`src/rtl/noc_pkg.sv`:
```
// Shared NoC definitions: flit layout defaults, arbiter state encodings and
// the clog2 helper used to size index fields.
package noc_pkg;

  localparam int NOC_DATA_W  = 8;
  localparam int NOC_DST_LSB = 4;
  localparam int GAP_CNT_W   = 4;
  localparam int GAP_MAX     = (1 << GAP_CNT_W) - 1;

  typedef enum logic [1:0] {
    ST_IDLE  = 2'd0,
    ST_OFFER = 2'd1,
    ST_GAP   = 2'd2
  } arb_state_e;

  // Bits needed to index 'value' entries; returns at least 1.
  function automatic int clog2(input int value);
    int result;
    result = 1;
    for (int i = 1; i < 31; i++) begin
      if ((1 << i) < value) result = i + 1;
    end
    return result;
  endfunction

endpackage

```
`src/rtl/noc_rr_pick.sv`:
```
// Rotate-priority encoder: first set bit of elig at or after ptr, wrapping
// modulo N. Purely combinational so it can sit in front of any grant register.
module noc_rr_pick
  import noc_pkg::*;
#(
  parameter int N  = 4,
  parameter int SW = clog2(N)
) (
  input  logic [N-1:0]  elig,
  input  logic [SW-1:0] ptr,
  output logic [SW-1:0] pick,
  output logic          any
);

  logic [SW-1:0] idx;

  // Scan from the far end back towards ptr so the last hit is the nearest one.
  // N is a power of two, so SW-bit addition gives the modulo wrap for free.
  always_comb begin
    pick = ptr;
    any  = 1'b0;
    idx  = ptr;
    for (int k = N - 1; k >= 0; k--) begin
      idx = ptr + SW'(k);
      if (elig[idx]) begin
        pick = idx;
        any  = 1'b1;
      end
    end
  end

endmodule

```
`src/rtl/noc_rr_arbiter.sv`:
```
// Round-robin input arbiter: picks an eligible FIFO head and offers its
// source/destination pair to the crossbar, with withdrawal and an inter-grant gap.
module noc_rr_arbiter
  import noc_pkg::*;
#(
  parameter int N_PORTS        = 4,
  parameter int DATA_W         = NOC_DATA_W,
  parameter int DST_LSB        = NOC_DST_LSB,
  parameter int GAP_CYCLES     = 0,
  parameter int ALLOW_LOOPBACK = 1,
  localparam int SW            = clog2(N_PORTS)
) (
  input  logic                        clk,
  input  logic                        rst_n,
  input  logic [N_PORTS-1:0]          fifo_full,
  input  logic [N_PORTS-1:0]          fifo_empty,
  input  logic [N_PORTS*DATA_W-1:0]   head_data,
  output logic [SW-1:0]               source,
  output logic [SW-1:0]               destination,
  output logic                        valid,
  input  logic                        ready,
  output logic                        busy
);

  localparam logic [GAP_CNT_W-1:0] GAP_INIT = GAP_CNT_W'(GAP_CYCLES);

  if (N_PORTS < 2 || (1 << SW) != N_PORTS) begin : g_bad_ports
    $error("noc_rr_arbiter: N_PORTS must be a power of two >= 2");
  end
  if (GAP_CYCLES < 0 || GAP_CYCLES > GAP_MAX) begin : g_bad_gap
    $error("noc_rr_arbiter: GAP_CYCLES out of range");
  end
  if (DST_LSB + SW > DATA_W) begin : g_bad_field
    $error("noc_rr_arbiter: destination field exceeds flit width");
  end

  arb_state_e           state;
  logic [SW-1:0]        ptr;
  logic [GAP_CNT_W-1:0] gap_cnt;

  logic [SW-1:0]        dst [N_PORTS];
  logic [N_PORTS-1:0]   elig;
  logic [SW-1:0]        pick;
  logic                 any;
  logic                 withdraw;

  // Eligibility tracks the current head flit every cycle, so a head that
  // changes while waiting is judged on its own destination.
  always_comb begin
    for (int i = 0; i < N_PORTS; i++) begin
      dst[i]  = head_data[i*DATA_W + DST_LSB +: SW];
      elig[i] = !fifo_empty[i] && !fifo_full[dst[i]] &&
                ((ALLOW_LOOPBACK != 0) || (dst[i] != SW'(i)));
    end
  end

  noc_rr_pick #(
    .N  (N_PORTS),
    .SW (SW)
  ) u_pick (
    .elig (elig),
    .ptr  (ptr),
    .pick (pick),
    .any  (any)
  );

  assign withdraw = fifo_empty[source] || fifo_full[destination];

  // Handshake: a grant transfers on a clk edge where valid && ready. Once
  // valid is raised, source/destination hold until that edge, unless the
  // offer is withdrawn (source drained or destination filled while ready=0);
  // a ready seen in the same cycle as a withdraw condition still transfers.
  always_ff @(posedge clk) begin
    if (!rst_n) begin
      state       <= ST_IDLE;
      source      <= '0;
      destination <= '0;
      valid       <= 1'b0;
      busy        <= 1'b0;
      ptr         <= '0;
      gap_cnt     <= '0;
    end else begin
      case (state)
        ST_IDLE: begin
          if (any) begin
            source      <= pick;
            destination <= dst[pick];
            valid       <= 1'b1;
            busy        <= 1'b1;
            state       <= ST_OFFER;
          end
        end
        ST_OFFER: begin
          if (ready) begin
            valid <= 1'b0;
            ptr   <= source + SW'(1);
            if (GAP_CYCLES > 0) begin
              gap_cnt <= GAP_INIT;
              state   <= ST_GAP;
            end else begin
              busy  <= 1'b0;
              state <= ST_IDLE;
            end
          end else if (withdraw) begin
            valid <= 1'b0;
            busy  <= 1'b0;
            state <= ST_IDLE;
          end
        end
        ST_GAP: begin
          gap_cnt <= gap_cnt - GAP_CNT_W'(1);
          if (gap_cnt <= GAP_CNT_W'(1)) begin
            busy  <= 1'b0;
            state <= ST_IDLE;
          end
        end
        default: begin
          valid <= 1'b0;
          busy  <= 1'b0;
          state <= ST_IDLE;
        end
      endcase
    end
  end

  a_valid_busy : assert property (@(posedge clk) disable iff (!rst_n) valid |-> busy);
  a_valid_state : assert property (@(posedge clk) disable iff (!rst_n)
    valid == (state == ST_OFFER));

endmodule

```
`config.mk`:
```
export PLATFORM = sky130hd
export DESIGN_NAME = noc_rr_arbiter
export DESIGN_NICKNAME = d
export VERILOG_FILES = /design/src/rtl/noc_pkg.sv /design/src/rtl/noc_rr_pick.sv /design/src/rtl/noc_rr_arbiter.sv
export SDC_FILE = /design/constraint.sdc
export NUM_CORES = 1
export LEC_CHECK = 0
export CORE_UTILIZATION = 38
export CTS_CLUSTER_DIAMETER = 150
export DETAILED_ROUTE_END_ITERATION = 16
export GPL_TIMING_DRIVEN = 0
export HOLD_SLACK_MARGIN = 0.15
export PLACE_DENSITY = 0.91
export SYNTH_ARGS = -nofsm -noshare
export SYNTH_HDL_FRONTEND = slang
export SYNTH_SLANG_ARGS = --single-unit
```
`constraint.sdc`:
```
create_clock -name clk -period 5.6 [get_ports clk]
set_input_delay 0.84 -clock clk [delete_from_list [all_inputs] [get_ports clk]]
set_output_delay 0.84 -clock clk [all_outputs]
set_load 0.02 [all_outputs]
```
; ---- After elaboration in Yosys (flattened, before gate mapping)
; Cells that the tools add are included.
[op_classes]
addsub = 5
n_lt_le_gt_ge = 12
n_eq_ne = 5
mux = 42
bitwise = 2
n_reduce_logical = 18
[op_table]
columns = operator, n
row1 = $lt A2 B3 Y1 const B, 10
row2 = $bmux W1 S2, 10
row3 = $mux W2, 10
row4 = $mux W1, 18
row5 = $logic_not A1 Y1, 8
row6 = $pmux W1 S3, 2
row7 = $pmux W2 S3, 1
row8 = $reduce_and A3 Y1, 2
row9 = $add A2 B1 Y2 const B, 2
row10 = $add A2 B2 Y2 const B, 2
row11 = $bmux W2 S2, 1
row12 = $le A4 B1 Y1 const B, 1
row13 = $logic_and A1 B1 Y1, 4
row14 = $ne A2 B2 Y1 const B, 2
row15 = $reduce_and A2 Y1, 2
row16 = $sub A4 B1 Y4 const B, 1
row17 = $ge A3 B3 Y1 const B, 1
row18 = $ne A3 B3 Y1 const B, 1
row19 = $not A2 Y3, 1
row20 = $eq A2 B1 Y1 const B, 1
row21 = $eq A2 B2 Y1 const B, 1
row22 = $logic_not A2 Y1, 1
row23 = $logic_or A1 B1 Y1, 1
row24 = $not A1 Y1, 1
[word_totals]
regBits = 14
output_inout_bits = 6
elab_cells = 91

; ---- Logic depth before layout (Yosys ltp)
[depth]
word_depth = 14
ltp_mapped = 7
ltp_nobuf = 6

; ---- By module
; From an unflattened synthesis, not the netlist that was laid out.
[unflattened]
cells_unflattened = 57
hier_area_um2 = 575.6
[by_module_without_submodules]
columns = mod, instances, cells_per_inst, area_each_um2, seq_area_each_um2
row1 = noc_rr_arbiter, 1, 41, 475.5, 140.1
row2 = noc_rr_pick, 1, 16, 100.1, 0.0

; ---- Worst setup path after synthesis
; OpenSTA, ideal clock, no wires.
[synth_timing]
path_kind = input port to flip-flop
startpoint = input head_data[4]
endpoint = register destination[0]
setup_time_ns = 0.116
arrival_ns = 2.273
required_ns = 5.484
path_slack_ns = 3.211
path_stages = 7
n_path_buf = 1
path_cell_list = mux4_2 -> or2_1 -> buf_6 -> and2_4 -> a31oi_4 -> nor2_1 -> a41o_1
[synth_via]
elab_chain_len = 14
word_cells_on_any_way = 25
[synth_rtl]
columns = element, line_no
row1 = start: declaration, noc_rr_arbiter.sv:17  ; input logic [N_PORTS*DATA_W-1:0] head_data,
row2 = $bmux W1 S2, noc_rr_arbiter.sv:52  ; elig[i] = !fifo_empty[i] && !fifo_full[dst[i]] &&
row3 = $mux W1 (implied by the code), noc_rr_arbiter.sv:52
row4 = $logic_not A1 Y1, noc_rr_arbiter.sv:52
row5 = $logic_and A1 B1 Y1, noc_rr_arbiter.sv:52
row6 = $bmux W1 S2, noc_rr_pick.sv:25  ; if (elig[idx]) begin
row7 = $mux W1 (implied by the code), noc_rr_pick.sv:25
row8 = $mux W2 (4 in series), noc_rr_pick.sv:25
row9 = $not A2 Y3 (implied by the code), noc_rr_arbiter.sv:87  ; destination <= dst[pick];
row10 = $bmux W2 S2, noc_rr_arbiter.sv:87
row11 = $mux W2 (implied by the code) (2 in series), noc_rr_arbiter.sv:87
row12 = end signal: assignment, noc_rr_arbiter.sv:87
row13 = end: declaration, noc_rr_arbiter.sv:19  ; output logic [SW-1:0] destination,
; Several ways; a longest one is shown, not always the timed one. The select of a mux whose other input is x is not followed.
; A chain may end at the register's enable or synchronous reset.

; ---- Final worst setup path
; Same ends and word-level chain as after synthesis.

==> Implementation_results.wiki <==
{| class="wikitable"
! Metric !! Value
|-
| Max-slew headroom || roughly 62%
|-
| FMAX || 356 MHz
|-
| Startpoint kind of the worst setup timing path || input port
|-
| Filler Cells Inserted || roughly 160
|-
| Fin. max-slew vios || 0
|-
| Antenna violations before repair || 0
|-
| Clock skew || 0.00786 ns
|-
| Cell area after technology mapping || 728 sq um
|-
| Pin count of the biggest net entering global routing || 11
|-
| Clock latency on the worst-skew pair || between 0.2 and 0.3 ns
|-
| Total power per unit cell area || 218 nW/um^2
|-
| Share of synthesized registers carrying an async set or reset || 0%
|-
| Fraction of the yosys area taken by sequential cells || 19.2%
|-
| DIE AREA || 2100 sq um
|-
| Number of global-route vias before repair || 707
|-
| Kind of capture point of the worst setup path || register
|-
| Period minus WS final || 2.81 ns
|-
| Number of hold-slack violations in the final timing report || 0
|-
| Number of buffers added for setup after CTS || 0
|-
| Standby leakage power || about 0.39 nW
|-
| Number of buffers created by CTS || 3
|-
| Post-Route WL || 2030 um
|-
| Cell type with the largest total area after synthesis || sky130_fd_sc_hd__dfxtp_1
|-
| Dominant cells by area after synthesis || sky130_fd_sc_hd__dfxtp_1 (19%), sky130_fd_sc_hd__mux2i_1 (9.6%), sky130_fd_sc_hd__mux4_2 (6.2%)
|-
| Gr ovfl total || 0
|-
| Placed standard-cell area || between 900 and 1000 sq um
|-
| P&R area growth vs syn || 41.1%
|-
| Average wire per standard cell || between 10 and 15 um
|-
| Core Box Area || 1760 sq um
|-
| Area share of the leading cell type in the synthesized netlist || 19.2%
|-
| Number of search-and-repair iterations in the first detailed-routing pass || 4
|-
| Cts repair resizes || 0
|-
| Commonest non-fill, non-tap cell in the layout || sky130_fd_sc_hd__clkdlybuf4s50_1
|-
| Cell chain of the critical path || clkdlybuf4s50_1, mux4_2, or2_1, buf_6, o311a_1, o21ai_0, o211ai_1, a41o_1
|-
| Final instance area || 1030 sq um
|-
| Post-synthesis area per instance || ~8.4 sq um
|-
| Crit share post-route || 50.1%
|-
| Run status || completed
|-
| Total power || 0.000224 W
|-
| CP peak stage delay || 0.51 ns
|-
| Highest-count cells in the layout ignoring fill and taps || sky130_fd_sc_hd__clkdlybuf4s50_1 (24), sky130_fd_sc_hd__nor2_1 (10), sky130_fd_sc_hd__mux2i_1 (7), sky130_fd_sc_hd__dfxtp_1 (7), sky130_fd_sc_hd__o21ai_0 (6)
|-
| Setup repair after global routing missed its margin || false
|-
| Beginning of the critical path || head_data[4]
|-
| Synthesis-stage register bit count || 7
|-
| Maximum fanout along the worst path || 6
|-
| Number of remaining DRC errors || 0
|-
| Slew of the pin with the lowest slew margin || 0.554 ns
|-
| Share of post-route cells with drive strength above 1 || 11.3%
|-
| EDFF count, synth || 0
|-
| Worst hold path class || register to register
|-
| Final Wtd Congestion || 0.901
|-
| Top_reg_cell synth || sky130_fd_sc_hd__dfxtp_1
|-
| Startpoint of the worst-slack reg-to-reg timing path || ptr[1]$_SDFFE_PN0P_
|-
| Count of port buffers added during placement || 24
|-
| Antenna Violating Nets Remaining || 0
|-
| Wire length of the first global-routing pass || 3040 um
|-
| TritonCTS clock tree || built
|-
| Number of violations of the max-capacitance limit || 0
|-
| Syn_nets || 130
|-
| Worst Setup Path Type || input port to register
|-
| Clk sinks || 7
|-
| Gate family responsible for the most delay along the worst path || compound AO/OA/AOI/OAI gates
|-
| Total via count after detailed routing || about 840
|-
| Max Buffers Root-to-Sink || 2
|-
| Post-Synthesis Cells || 87
|-
| Setup TNS Final || 0 ns
|-
| Number of H-tree branching levels || 1
|-
| HPWL after detailed placement || 1580 um
|-
| Die X-Extent || 45.8 um
|-
| Slowest library cell on the worst path || sky130_fd_sc_hd__clkdlybuf4s50_1
|-
| Hold buffers post-CTS || 0
|-
| Final hold slack || 0.564 ns
|-
| Core Rows || 15
|-
| Required time reported for the critical path endpoint || 5.77 ns
|-
| Final setup violation count || 0
|-
| Peak supply drop || between 0.15 and 0.2 mV
|-
| Ports || 49
|-
| Combined global-route utilization of all metal layers || 21.1%
|-
| Clock-pin slew on the worst setup and hold paths || 0.06 ns
|-
| Critical path data arrival time || ~3.0 ns
|-
| Layout net count || 159
|-
| Avg Vias per Cell || about 6
|-
| Cell chosen for the clock root || sky130_fd_sc_hd__clkbuf_4
|-
| Effective utilization at floorplan || 41.3%
|-
| Floorplan die height || approximately 46 um
|-
| CP bufs+invs || 2
|-
| Synth warn || 0
|-
| Distinct cell type count of the synthesized netlist || 36
|-
| N_diodes || 0
|-
| Iter 0 DRT Violations || 41
|-
| Launch instance of the worst min-delay path || source[1]$_SDFFE_PN0P_
|}
[logic make-up after synthesis]
| kind of cell | synth area share, % |
|---|---|
| AO/OA/AOI/OAI | 36.8 |
| AND/OR/NAND/NOR | 21.3 |
| multiplexers | 17.4 |
| flip-flops | 19.2 |
| buffers and inverters | 4.12 |
| XOR/XNOR | 1.20 |
[stage by stage]
step | setup WS (ns) | instances | utilization [%]
finish | 2.79 | 140 | 58.2
global route | 2.71 | 140 | 58.2
CTS | 2.81 | 140 | 58.2
detailed placement | 2.54 | 136 | 56.7
global placement | 2.58 | 136 | 56.7
floorplan | 3.21 | 87 | -
[cell usage after synthesis (all sizes together), types with 2 or more instances]
cell type and instances:
nor2 10, dfxtp 7, mux2i 7, o21ai 6
a21oi 5, nand3 5, a22oi 3, nand2 3
nor2b 3, a22o 2, a2bb2oi 2, a311oi 2
a41o 2, and3 2, buf 2, inv 2
mux4 2, nand2b 2, nand4 2, nor3 2
o211ai 2
[path summary, 6_finish.rpt]
path	end	depth (start not counted)	slack, ns
setup / recovery	destination[0]$_SDFFE_PN0P_	8	2.79
hold / removal	source[1]$_SDFFE_PN0P_	2	0.56
setup reg to reg	destination[0]$_SDFFE_PN0P_	7	3.48
hold reg to reg	source[1]$_SDFFE_PN0P_	2	0.56
[flip-flops by register name, summed over array words and instances, names as in the netlist]
signal,flops
ptr,2
valid,1
source,2
destination,2
[per-layer routing]
metal,global-route usage (%),vias up,part of all wire [%]
met4,8.24,0,3.1
met5,0,-,0
li1,-,404,-
met2,35.4,48,48
met1,24.5,378,42
met3,7.14,8,6.6
[power breakdown]
part           internal, W  switching [W]
sequential       0.0000568     0.00000951
clock            0.0000263      0.0000228
combinational    0.0000557      0.0000527
total             0.000139      0.0000850
[worst min-delay path, stage by stage, from the launching register on]
cell and delay [ns]:
sky130_fd_sc_hd__dfxtp_1 0.34, sky130_fd_sc_hd__nor2_1 0.12, sky130_fd_sc_hd__nor3_1 0.06
[area by class of cell]
class,count,area [sq um],share of cell area (%)
well taps,25,31.3,3.05
clock buffers,3,22.5,2.19
inverters,2,7.51,0.731
clock inverters,1,5.00,0.487
repair buffers,24,240,23.4
plain buffers,3,22.5,2.19
flip-flops and latches,7,140,13.6
multi-input cells,75,558,54.3
No activity file was read; power rests on OpenSTA's default activity.
